**config.mk**
```make
export PLATFORM = sky130hd
export DESIGN_NAME = mcs4_bus_monitor
export DESIGN_NICKNAME = d
export VERILOG_FILES = /design/src/rtl/mcs4_bus_monitor.sv
export SDC_FILE = /design/constraint.sdc
export NUM_CORES = 1
export LEC_CHECK = 0
export BUFFER_PORTS_ARGS = -buffer_cell sky130_fd_sc_hd__buf_2
export CORE_MARGIN = 2
export CORE_UTILIZATION = 45
export CTS_CLUSTER_SIZE = 28
export DETAILED_ROUTE_END_ITERATION = 12
export PLACE_DENSITY = 0.67
export SKIP_LAST_GASP = 1
export SYNTH_ARGS = -nofsm -noshare
export SYNTH_HDL_FRONTEND = slang
export SYNTH_SLANG_ARGS = --single-unit
export TNS_END_PERCENT = 1
```
**constraint.sdc**
```tcl
create_clock -name clk_i -period 4.35 [get_ports clk_i]
set_clock_uncertainty 0.2 [all_clocks]
set_input_delay 0.2175 -clock clk_i [delete_from_list [all_inputs] [get_ports clk_i]]
set_output_delay 0.2175 -clock clk_i [all_outputs]
set_load 0.02 [all_outputs]
```
**src/rtl/mcs4_bus_monitor.sv**
```systemverilog
// mcs4_bus_monitor
//   Passive observer of the MCS-4 bus. It tracks the eight-subcycle instruction
//   cycle (A1 A2 A3 M1 M2 X1 X2 X3) from PHI2 and SYNC. Each instruction fetch
//   is reported as a 12-bit address and an 8-bit opcode, with a one-clock pulse.
//   The bus is only observed, never driven.
//
// Ports
//   clk_i          system clock (also drives mcs4_clk_gen)
//   rst_ni         synchronous active-low reset
//   PHI2_i         phase-2 clock, synchronous to clk_i
//   SYNC_i         CPU SYNC, high during X3
//   D_i[3:0]       data bus (observe only)
//   locked_o       subcycle counter aligned to SYNC
//   phase_o[2:0]   current subcycle, 0=A1 .. 7=X3
//   fetch_valid_o  one-clock pulse when a new fetch is presented
//   fetch_addr_o   fetch address {A3,A2,A1}
//   fetch_op_o     opcode {OPR,OPA}
//   sync_err_o     one-clock pulse on early or missing SYNC
//   fetch_cnt_o    wrapping count of reported fetches
module mcs4_bus_monitor #(
   parameter int unsigned CNT_WIDTH = 16
) (
   input  logic                 clk_i,
   input  logic                 rst_ni,
   input  logic                 PHI2_i,
   input  logic                 SYNC_i,
   input  logic [3:0]           D_i,
   output logic                 locked_o,
   output logic [2:0]           phase_o,
   output logic                 fetch_valid_o,
   output logic [11:0]          fetch_addr_o,
   output logic [7:0]           fetch_op_o,
   output logic                 sync_err_o,
   output logic [CNT_WIDTH-1:0] fetch_cnt_o
);

   typedef enum logic [2:0] {
      PH_A1 = 3'd0,
      PH_A2 = 3'd1,
      PH_A3 = 3'd2,
      PH_M1 = 3'd3,
      PH_M2 = 3'd4,
      PH_X1 = 3'd5,
      PH_X2 = 3'd6,
      PH_X3 = 3'd7
   } phase_t;

   phase_t      phase_q;
   phase_t      phase_d;
   logic [2:0]  phase_inc;
   logic        locked_d;
   logic        err_d;
   logic        phi2_q;
   logic        tick;
   logic [11:0] addr_q;
   logic [3:0]  op_hi_q;

   // Rising edge of PHI2: one clk per subcycle, the only clk the bus is sampled in.
   assign tick    = PHI2_i & ~phi2_q;
   assign phase_o = phase_q;

   // Next subcycle and lock state for a tick clk.
   always_comb begin
      phase_inc = phase_q + 3'd1;
      phase_d   = phase_t'(phase_inc);
      locked_d  = locked_o;
      err_d     = 1'b0;
      if (SYNC_i) begin
         phase_d  = PH_X3;
         locked_d = 1'b1;
         err_d    = locked_o && (phase_q != PH_X2);
      end else if (locked_o && (phase_q == PH_X2)) begin
         // SYNC was due here: drop lock and park on X3 until the next SYNC.
         phase_d  = PH_X3;
         locked_d = 1'b0;
         err_d    = 1'b1;
      end
   end

   always_ff @(posedge clk_i) begin
      if (!rst_ni) begin
         phi2_q        <= 1'b0;
         phase_q       <= PH_A1;
         locked_o      <= 1'b0;
         sync_err_o    <= 1'b0;
         fetch_valid_o <= 1'b0;
         fetch_addr_o  <= '0;
         fetch_op_o    <= '0;
         fetch_cnt_o   <= '0;
         addr_q        <= '0;
         op_hi_q       <= '0;
      end else begin
         phi2_q        <= PHI2_i;
         fetch_valid_o <= 1'b0;
         sync_err_o    <= 1'b0;
         if (tick) begin
            phase_q    <= phase_d;
            locked_o   <= locked_d;
            sync_err_o <= err_d;
            // Locking only happens via SYNC (phase X3), so reaching M2 while
            // locked implies A1..M1 of this cycle have all been captured.
            if (locked_d) begin
               case (phase_d)
                  PH_A1: addr_q[3:0]  <= D_i;
                  PH_A2: addr_q[7:4]  <= D_i;
                  PH_A3: addr_q[11:8] <= D_i;
                  PH_M1: op_hi_q      <= D_i;
                  PH_M2: begin
                     fetch_valid_o <= 1'b1;
                     fetch_addr_o  <= addr_q;
                     fetch_op_o    <= {op_hi_q, D_i};
                     fetch_cnt_o   <= fetch_cnt_o + 1'b1;
                  end
                  default: ;
               endcase
            end
         end
      end
   end

endmodule

```
==> results.cfg, run 1 <==
[run_status]
status = finished, final reports clean

[layout]
multi_input_area_um2 = 1250
mostFrequentLayoutCell = dfxtp_1
drive_above_1_share_pct = 20.8
final_core_util_pct = 55.9
fillers = 524
area_growth_pct = 20.9
fin_nets = 348
ff_latch_area_um2 = 1180
n_antenna_cell = 0
layout_common_cells = dfxtp_1 (59), buf_2 (49), a21oi_1 (35), nand2_1 (31), nand3_1 (28)

[grt]
grtUsageMet1_pct = 26.8
globalRouteMet2Util_pct = 31.6
grt_use_total_pct = 20.6
grt_max_degree = 51
grt_pass1_vias = 2195
grt_busiest_layer = met2
grt_pass1_wl_um = 10100
grt-ovfl-total = 0
grt_antenna_before_repair = 0
met3_usage_pct = 7.50

[drt]
dr.pass1.iters = 4
wl_per_cell_um = 14.3
avgViaCountPerCell = 5.61
drt-total-wl_um = 5900
drc_errors = 0
drt-initial-drc-count = 201
ant_nets = 0
dr_total_vias = 2321

[clock_network]
clk_latency_ns = 0.35
clockBufferDepth = 2
cts_tree = built
root_buffer = clkbuf_8
clock_sinks = 59
cts_made_buffers = 9
htree_levels = 3
cts_resized = 0
path_clk_slew_ns = 0.07

[worst_setup_path]
critPathTopFamily = simple AND/OR/NAND/NOR gates
cp_data_arrival_time_ns = 2.74
cp-start-kind = register
crit_chain = inv_1, ha_1, and2_1, o21a_1, nor4_2, mux2i_1
end_kind = register
crit_type = reg2reg
crit_cells = 6
ff2ff_path_depth = 6
critPathBufInv = 1
cpPeakStageDelay_ns = 0.66
crit_slowest_cell = nor4_2
worstPathMaxFanout = 22
required_ns = 4.42

[sta]
slew_viol_final = 0
hold_viol = 0
grt_setup_unrepaired = no
fin_tns_setup_ns = 0
min_period_ns = 2.66
worst_pin_slew_ns = 0.997
slew_headroom_pct = 33.1
min_period_over_period_pct = 61.2
finalSetupViolCount = 0
hold_slack_ns = 0.195
fmax_mhz = 375
fin_ws_ns = 1.69

[logic_synthesis]
synthCells = 292
ys_ff_latch = 59
synth_top_flop_cell = dfxtp_1
synth_cell_types = 37
synth_warnings = 0
synth_edf_count = 0
async_flop_share_pct = 0
synth_largest_area_cell = dfxtp_1
synth.avg_cell_area_um2 = 8.67
syn_area_um2 = 2530
synth_top_area_share_pct = 46.7
synthTopCellsByArea = dfxtp_1 (47%), mux2i_1 (7.1%), a21oi_1 (6.9%), nand3_1 (5.5%), o21ai_0 (4.9%)
ys_seq_area_share_pct = 46.7
synth.net_count = 303

[floorplan]
dieArea_um2 = 6240
initial_core_util_pct = 46.3
placementRows = 27
fp.coreArea_um2 = 5470
die_height_um = 79
die_w_um = 79
ios = 50

[pwr]
powerDensity_nw_per_um2 = 370
total_power_uw = 1130
p_leak_uw = 0.00120
peakVddDrop_uv = 198

[job]
max_cap_violations = 0

[min_path]
hold_depth = 2
hold_path.class = in2reg

[place]
io_buffer_count = 49
dp_hpwl_um = 3740
dp_slack_ns = 1.73
place_congestion = 0.747
-- final timing paths --
check / from / end / slack (ns)
max: phase_o[0]$_SDFFE_PN0P_ / op_hi_q[3]$_SDFFE_PN0P_ / 1.69
min: rst_ni / fetch_cnt_o[9]$_SDFFE_PN0P_ / 0.19
max reg2reg: phase_o[0]$_SDFFE_PN0P_ / op_hi_q[3]$_SDFFE_PN0P_ / 1.69
min reg2reg: addr_q[10]$_SDFFE_PN0P_ / addr_q[10]$_SDFFE_PN0P_ / 0.26
-- area by class of cell --
type	instances	area share [%]
clock buffer	10	4.50
clock inverter	6	2.13
inverter	3	0.368
multi-input combinational	207	41.0
sequential	59	38.6
tap	72	2.94
timing repair buffer	57	10.5
-- repair_timing --
item	in CTS	in global routing
buffers inserted	0	0
hold buffers	6	0
hold endpoints to repair	6	0
-- flip-flops by register name (all words and copies together) (netlist names) --
signal,count
fetch_cnt_o,16
addr_q,12
fetch_addr_o,12
fetch_op_o,8
op_hi_q,4
phase_o,3
fetch_valid_o,1
locked_o,1
phi2_q,1
sync_err_o,1
-- per-layer routing --
| layer | wire, um | up-vias |
|---|---|---|
| met5 | 0 | - |
| met4 | 64 | 0 |
| met3 | 285 | 7 |
| met2 | 2640 | 45 |
| met1 | 2910 | 1106 |
| li1 | - | 1163 |
-- per-stage QoR --
step                instances  instance area [um^2]
floorplan                 292                  2530
global placement          392                  2800
detailed placement        392                  2800
CTS                       414                  3060
global route              414                  3060
finish                    414                  3060
-- worst reg2reg max path, cell delays in order (launching register included) --
cell and delay, ns:
dfxtp_1 0.49, inv_1 0.11, ha_1 0.24, and2_1 0.19, o21a_1 0.46, nor4_2 0.66, mux2i_1 0.24
-- synth_stat cells (2+ instances only) --
cell type	n
dfxtp_1	59
a21oi_1	35
nand2_1	31
nand3_1	28
o21ai_0	25
clkbuf_1	19
mux2i_1	18
o31ai_1	10
or4_1	10
nand4_1	5
and3_1	4
nand2b_1	4
and2_1	3
and4_1	3
buf_1	3
ha_1	3
nand3b_1	3
nor2_1	3
nor4_1	3
a31oi_1	2
inv_1	2
nor2b_1	2
nor3_1	2
o21a_1	2
-- report_power, final --
part / internal (uW) / switching [uW] / total (uW)
Clock: 279 / 229 / 508
Combinational: 20.3 / 53.1 / 73.3
Sequential: 544 / 5.71 / 550
Total: 844 / 288 / 1130
-- logic make-up (layout without fill, tap and decap cells) --
family                     Yosys count  after routing  share of synthesized area [%]
AOI/OAI and AO/OA                   79             79                           17.4
DFF                                 59             59                           46.7
and+or+nand+nor                    106            106                           22.8
buffers and inverters               26             76                           4.15
adders and majority gates            3              3                           1.48
muxes                               18             18                           7.12
xor gates and xnor gates             1              1                          0.346
No activity file was read; power rests on OpenSTA's default activity.
==> run 2: changes to the inputs <==
- ABC_AREA: unset -> 1
- PLACE_DENSITY: 0.67 -> 0.69
- clock period: 4.35 -> 2.2 ns (I/O delays scaled with it)
==> results.cfg, run 2 <==
[run_status]
status = finished, final reports clean

[floorplan]
initial_core_util_pct = 45.9
die_height_um = 83.8
fp.coreArea_um2 = 6240
placementRows = 29
dieArea_um2 = 7020
die_w_um = 83.8
ios = 50

[clock_network]
cts_tree = built
cts_made_buffers = 9
htree_levels = 3
clockBufferDepth = 2
root_buffer = clkbuf_8
clock_sinks = 59
path_clk_slew_ns = 0.07
clk_latency_ns = 0.34

[logic_synthesis]
synth.net_count = 398
synth.avg_cell_area_um2 = 7.40
synth_compound_area_share_pct = 9.57
ys_ff_latch = 59
synthCells = 387
synth_top_flop_cell = dfxtp_1
synth_top_area_share_pct = 41.2
netlist_top_cells_count = nor2_1 (89), nand2_1 (82), dfxtp_1 (59)
synthAdderAreaFrac_pct = 1.31
synthMuxAreaShare_pct = 0
ys_seq_area_share_pct = 41.2
synth_warnings = 0
async_flop_share_pct = 0
synth_cell_types = 31
synth_top_family_by_area = simple AND/OR/NAND/NOR gates
synth_edf_count = 0
synth_largest_area_cell = dfxtp_1
yosys.area_share.simple_pct = 38.4
syn_area_um2 = 2860
synthXorXnorAreaFrac_pct = 0.917
synthTopCellsByArea = dfxtp_1 (41%), nor2_1 (12%), nand2_1 (11%), o21ai_0 (4.2%), inv_1 (3.8%)
synth_most_common_cell = nor2_1

[place]
io_buffer_count = 49
dp_slack_ns = 0.195
dp_cells = 507
dp_hpwl_um = 4420
place_congestion = 0.808
dpl-instance-area_um2 = 3160

[grt]
grt_max_degree = 35
grt_pass1_vias = 2412
grt_antenna_before_repair = 0
grt_use_total_pct = 19.6
grt_pass1_wl_um = 11100
grt-ovfl-total = 0

[pwr]
swShare_pct = 23.9
pwr-share-seq_pct = 43.0
p_int_uw = 1950
powerDensity_nw_per_um2 = 734
p_leak_uw = 0.00152
p_clk_share_pct = 48.4
peakVddDrop_uv = 578
p_sw_uw = 612
pwr-share-comb_pct = 8.6

[worst_setup_path]
crit_slowest_cell = dfxtp_1
required_ns = 2.28
cp_data_arrival_time_ns = 2.08
r2r_slack_ns = 0.20
cpPeakStageDelay_ns = 0.33
end_kind = register
worstReg2RegEnd = fetch_addr_o[5]$_SDFFE_PN0P_
crit_type = reg2reg
r2r-start = phase_o[0]$_SDFFE_PN0P_
ff2ff_path_depth = 11
cp-start-kind = register
worstPathMaxFanout = 16
crit_chain = inv_1, ha_1, inv_1, nor2_4, nand3_4, inv_4, nand2_4, nor2_8, buf_12, nor2_1, nor2_1

[min_path]
hp-start = addr_q[2]$_SDFFE_PN0P_
holdPathEnd = addr_q[2]$_SDFFE_PN0P_
hold_depth = 2
hold_path.class = reg2reg

[sta]
min_period_over_period_pct = 91.0
slew_headroom_pct = 70.4
worst_pin_slew_ns = 0.433
min_period_ns = 2.00
fin_tns_setup_ns = 0
slew_viol_final = 0
fmax_mhz = 499
hold_viol = 0
fin_ws_ns = 0.197
finalSetupViolCount = 0
grt_setup_unrepaired = no

[layout]
fillers = 599
largest_reg_flops = 16
layout_common_cells = nor2_1 (89), nand2_1 (82), dfxtp_1 (59), buf_2 (49), inv_1 (29)
layoutNonFillerInstCount = 531
drive_above_1_share_pct = 24.0
final_core_util_pct = 55.9
largestRegisters = fetch_cnt_o: 16 flops, addr_q: 12 flops, fetch_addr_o: 12 flops
regMostFlops = fetch_cnt_o
fin_nets = 460
area_growth_pct = 21.7
mostFrequentLayoutCell = nor2_1
n_antenna_cell = 0
design_area_um2 = 3490

[drt]
drt-initial-drc-count = 135
wl_per_cell_um = 12.1
drt-total-wl_um = 6410
dr.pass1.iters = 4
ant_nets = 0
dr_total_vias = 2581
avgViaCountPerCell = 4.86
drc_errors = 0

[job]
max_cap_violations = 0
[run 2: cell count changes in the layout (fill, tap and decap cells not counted), sizes merged, moves of 5 or more]
cell   previous run  this run
a21oi            35        20
buf              51        56
inv               2        34
mux2i            18         0
nand2            31        97
nand3            28        20
nand4             5        12
nor2              3        98
o31ai            10         0
or4              10         0
[run 2: cells by family (layout without fill, tap and decap cells)]
| group | Yosys count | count (layout) |
|---|---|---|
| AO/OA/AOI/OAI | 49 | 49 |
| XOR/XNOR | 3 | 3 |
| adder cells (fa/ha/maj) | 3 | 3 |
| buffers and inverters | 46 | 113 |
| flip-flops | 59 | 59 |
| AND/OR/NAND/NOR | 227 | 227 |
[run 2: through the flow]
step,hold slack [ns],total power [uW]
after floorplan,0.00345,1280
after global placement,0.106,1330
after detailed placement,0.109,1330
after CTS,0.266,2580
after global routing,0.291,2650
final,0.265,2560
[run 2: area by class of cell]
| cell class | instances | area (um^2) | area share (%) |
|---|---|---|---|
| clock buffer | 10 | 138 | 3.95 |
| clock inverter | 6 | 111 | 3.19 |
| multi-input combinational | 282 | 1440 | 41.2 |
| inverter | 33 | 131 | 3.77 |
| timing repair buffer | 64 | 390 | 11.2 |
| tap | 77 | 96.3 | 2.76 |
| sequential | 59 | 1180 | 33.9 |
[run 2: routing by layer]
| metal | track usage, % | vias up | wire, um |
|---|---|---|---|
| met5 | 0 | - | 0 |
| met4 | 7.33 | 0 | 111 |
| met3 | 5.74 | 11 | 310 |
| met2 | 31.0 | 49 | 2990 |
| met1 | 25.5 | 1161 | 3000 |
| li1 | - | 1360 | - |
[run 2: worst max path at each step]
| stage | depth (start not counted) | to | startpoint | slack [ns] |
|---|---|---|---|---|
| global placement | 11 | fetch_op_o[4]$_SDFFE_PN0P_ | phase_o[0]$_SDFFE_PN0P_ | 0.28 |
| global route | 11 | fetch_op_o[4]$_SDFFE_PN0P_ | phase_o[0]$_SDFFE_PN0P_ | 0.02 |
| detailed placement | 11 | fetch_addr_o[0]$_SDFFE_PN0P_ | phase_o[0]$_SDFFE_PN0P_ | 0.20 |
| finish | 11 | fetch_addr_o[5]$_SDFFE_PN0P_ | phase_o[0]$_SDFFE_PN0P_ | 0.20 |
| floorplan | 10 | fetch_addr_o[1]$_SDFFE_PN0P_ | phase_o[0]$_SDFFE_PN0P_ | 0.11 |
| CTS | 11 | fetch_addr_o[0]$_SDFFE_PN0P_ | phase_o[0]$_SDFFE_PN0P_ | 0.18 |
[run 2: what timing repair did]
action / 4_1_cts / 5_1_grt
setup endpoints to repair: 0 / 0
setup buffers: 0 / 0
gates resized for setup: 0 / 0
hold buffers: 8 / 0
hold endpoints to repair: 28 / 0
[run 2: worst max-delay path, delay by kind of cell, from the launching register on]
family	cells	cell delay (ns)
flops	1	0.33
fa+ha+maj	1	0.26
simple gates	6	0.72
buf+inv	4	0.42
[run 2: power by group through the flow]
stage / Combinational (uW) / Clock [uW] / Sequential [uW]
3_5_place_dp: 209 / 0 / 1120
2_1_floorplan: 138 / 0 / 1140
6_report: 219 / 1240 / 1100
4_1_cts: 220 / 1260 / 1100
5_1_grt: 244 / 1300 / 1100
3_3_place_gp: 203 / 0 / 1120
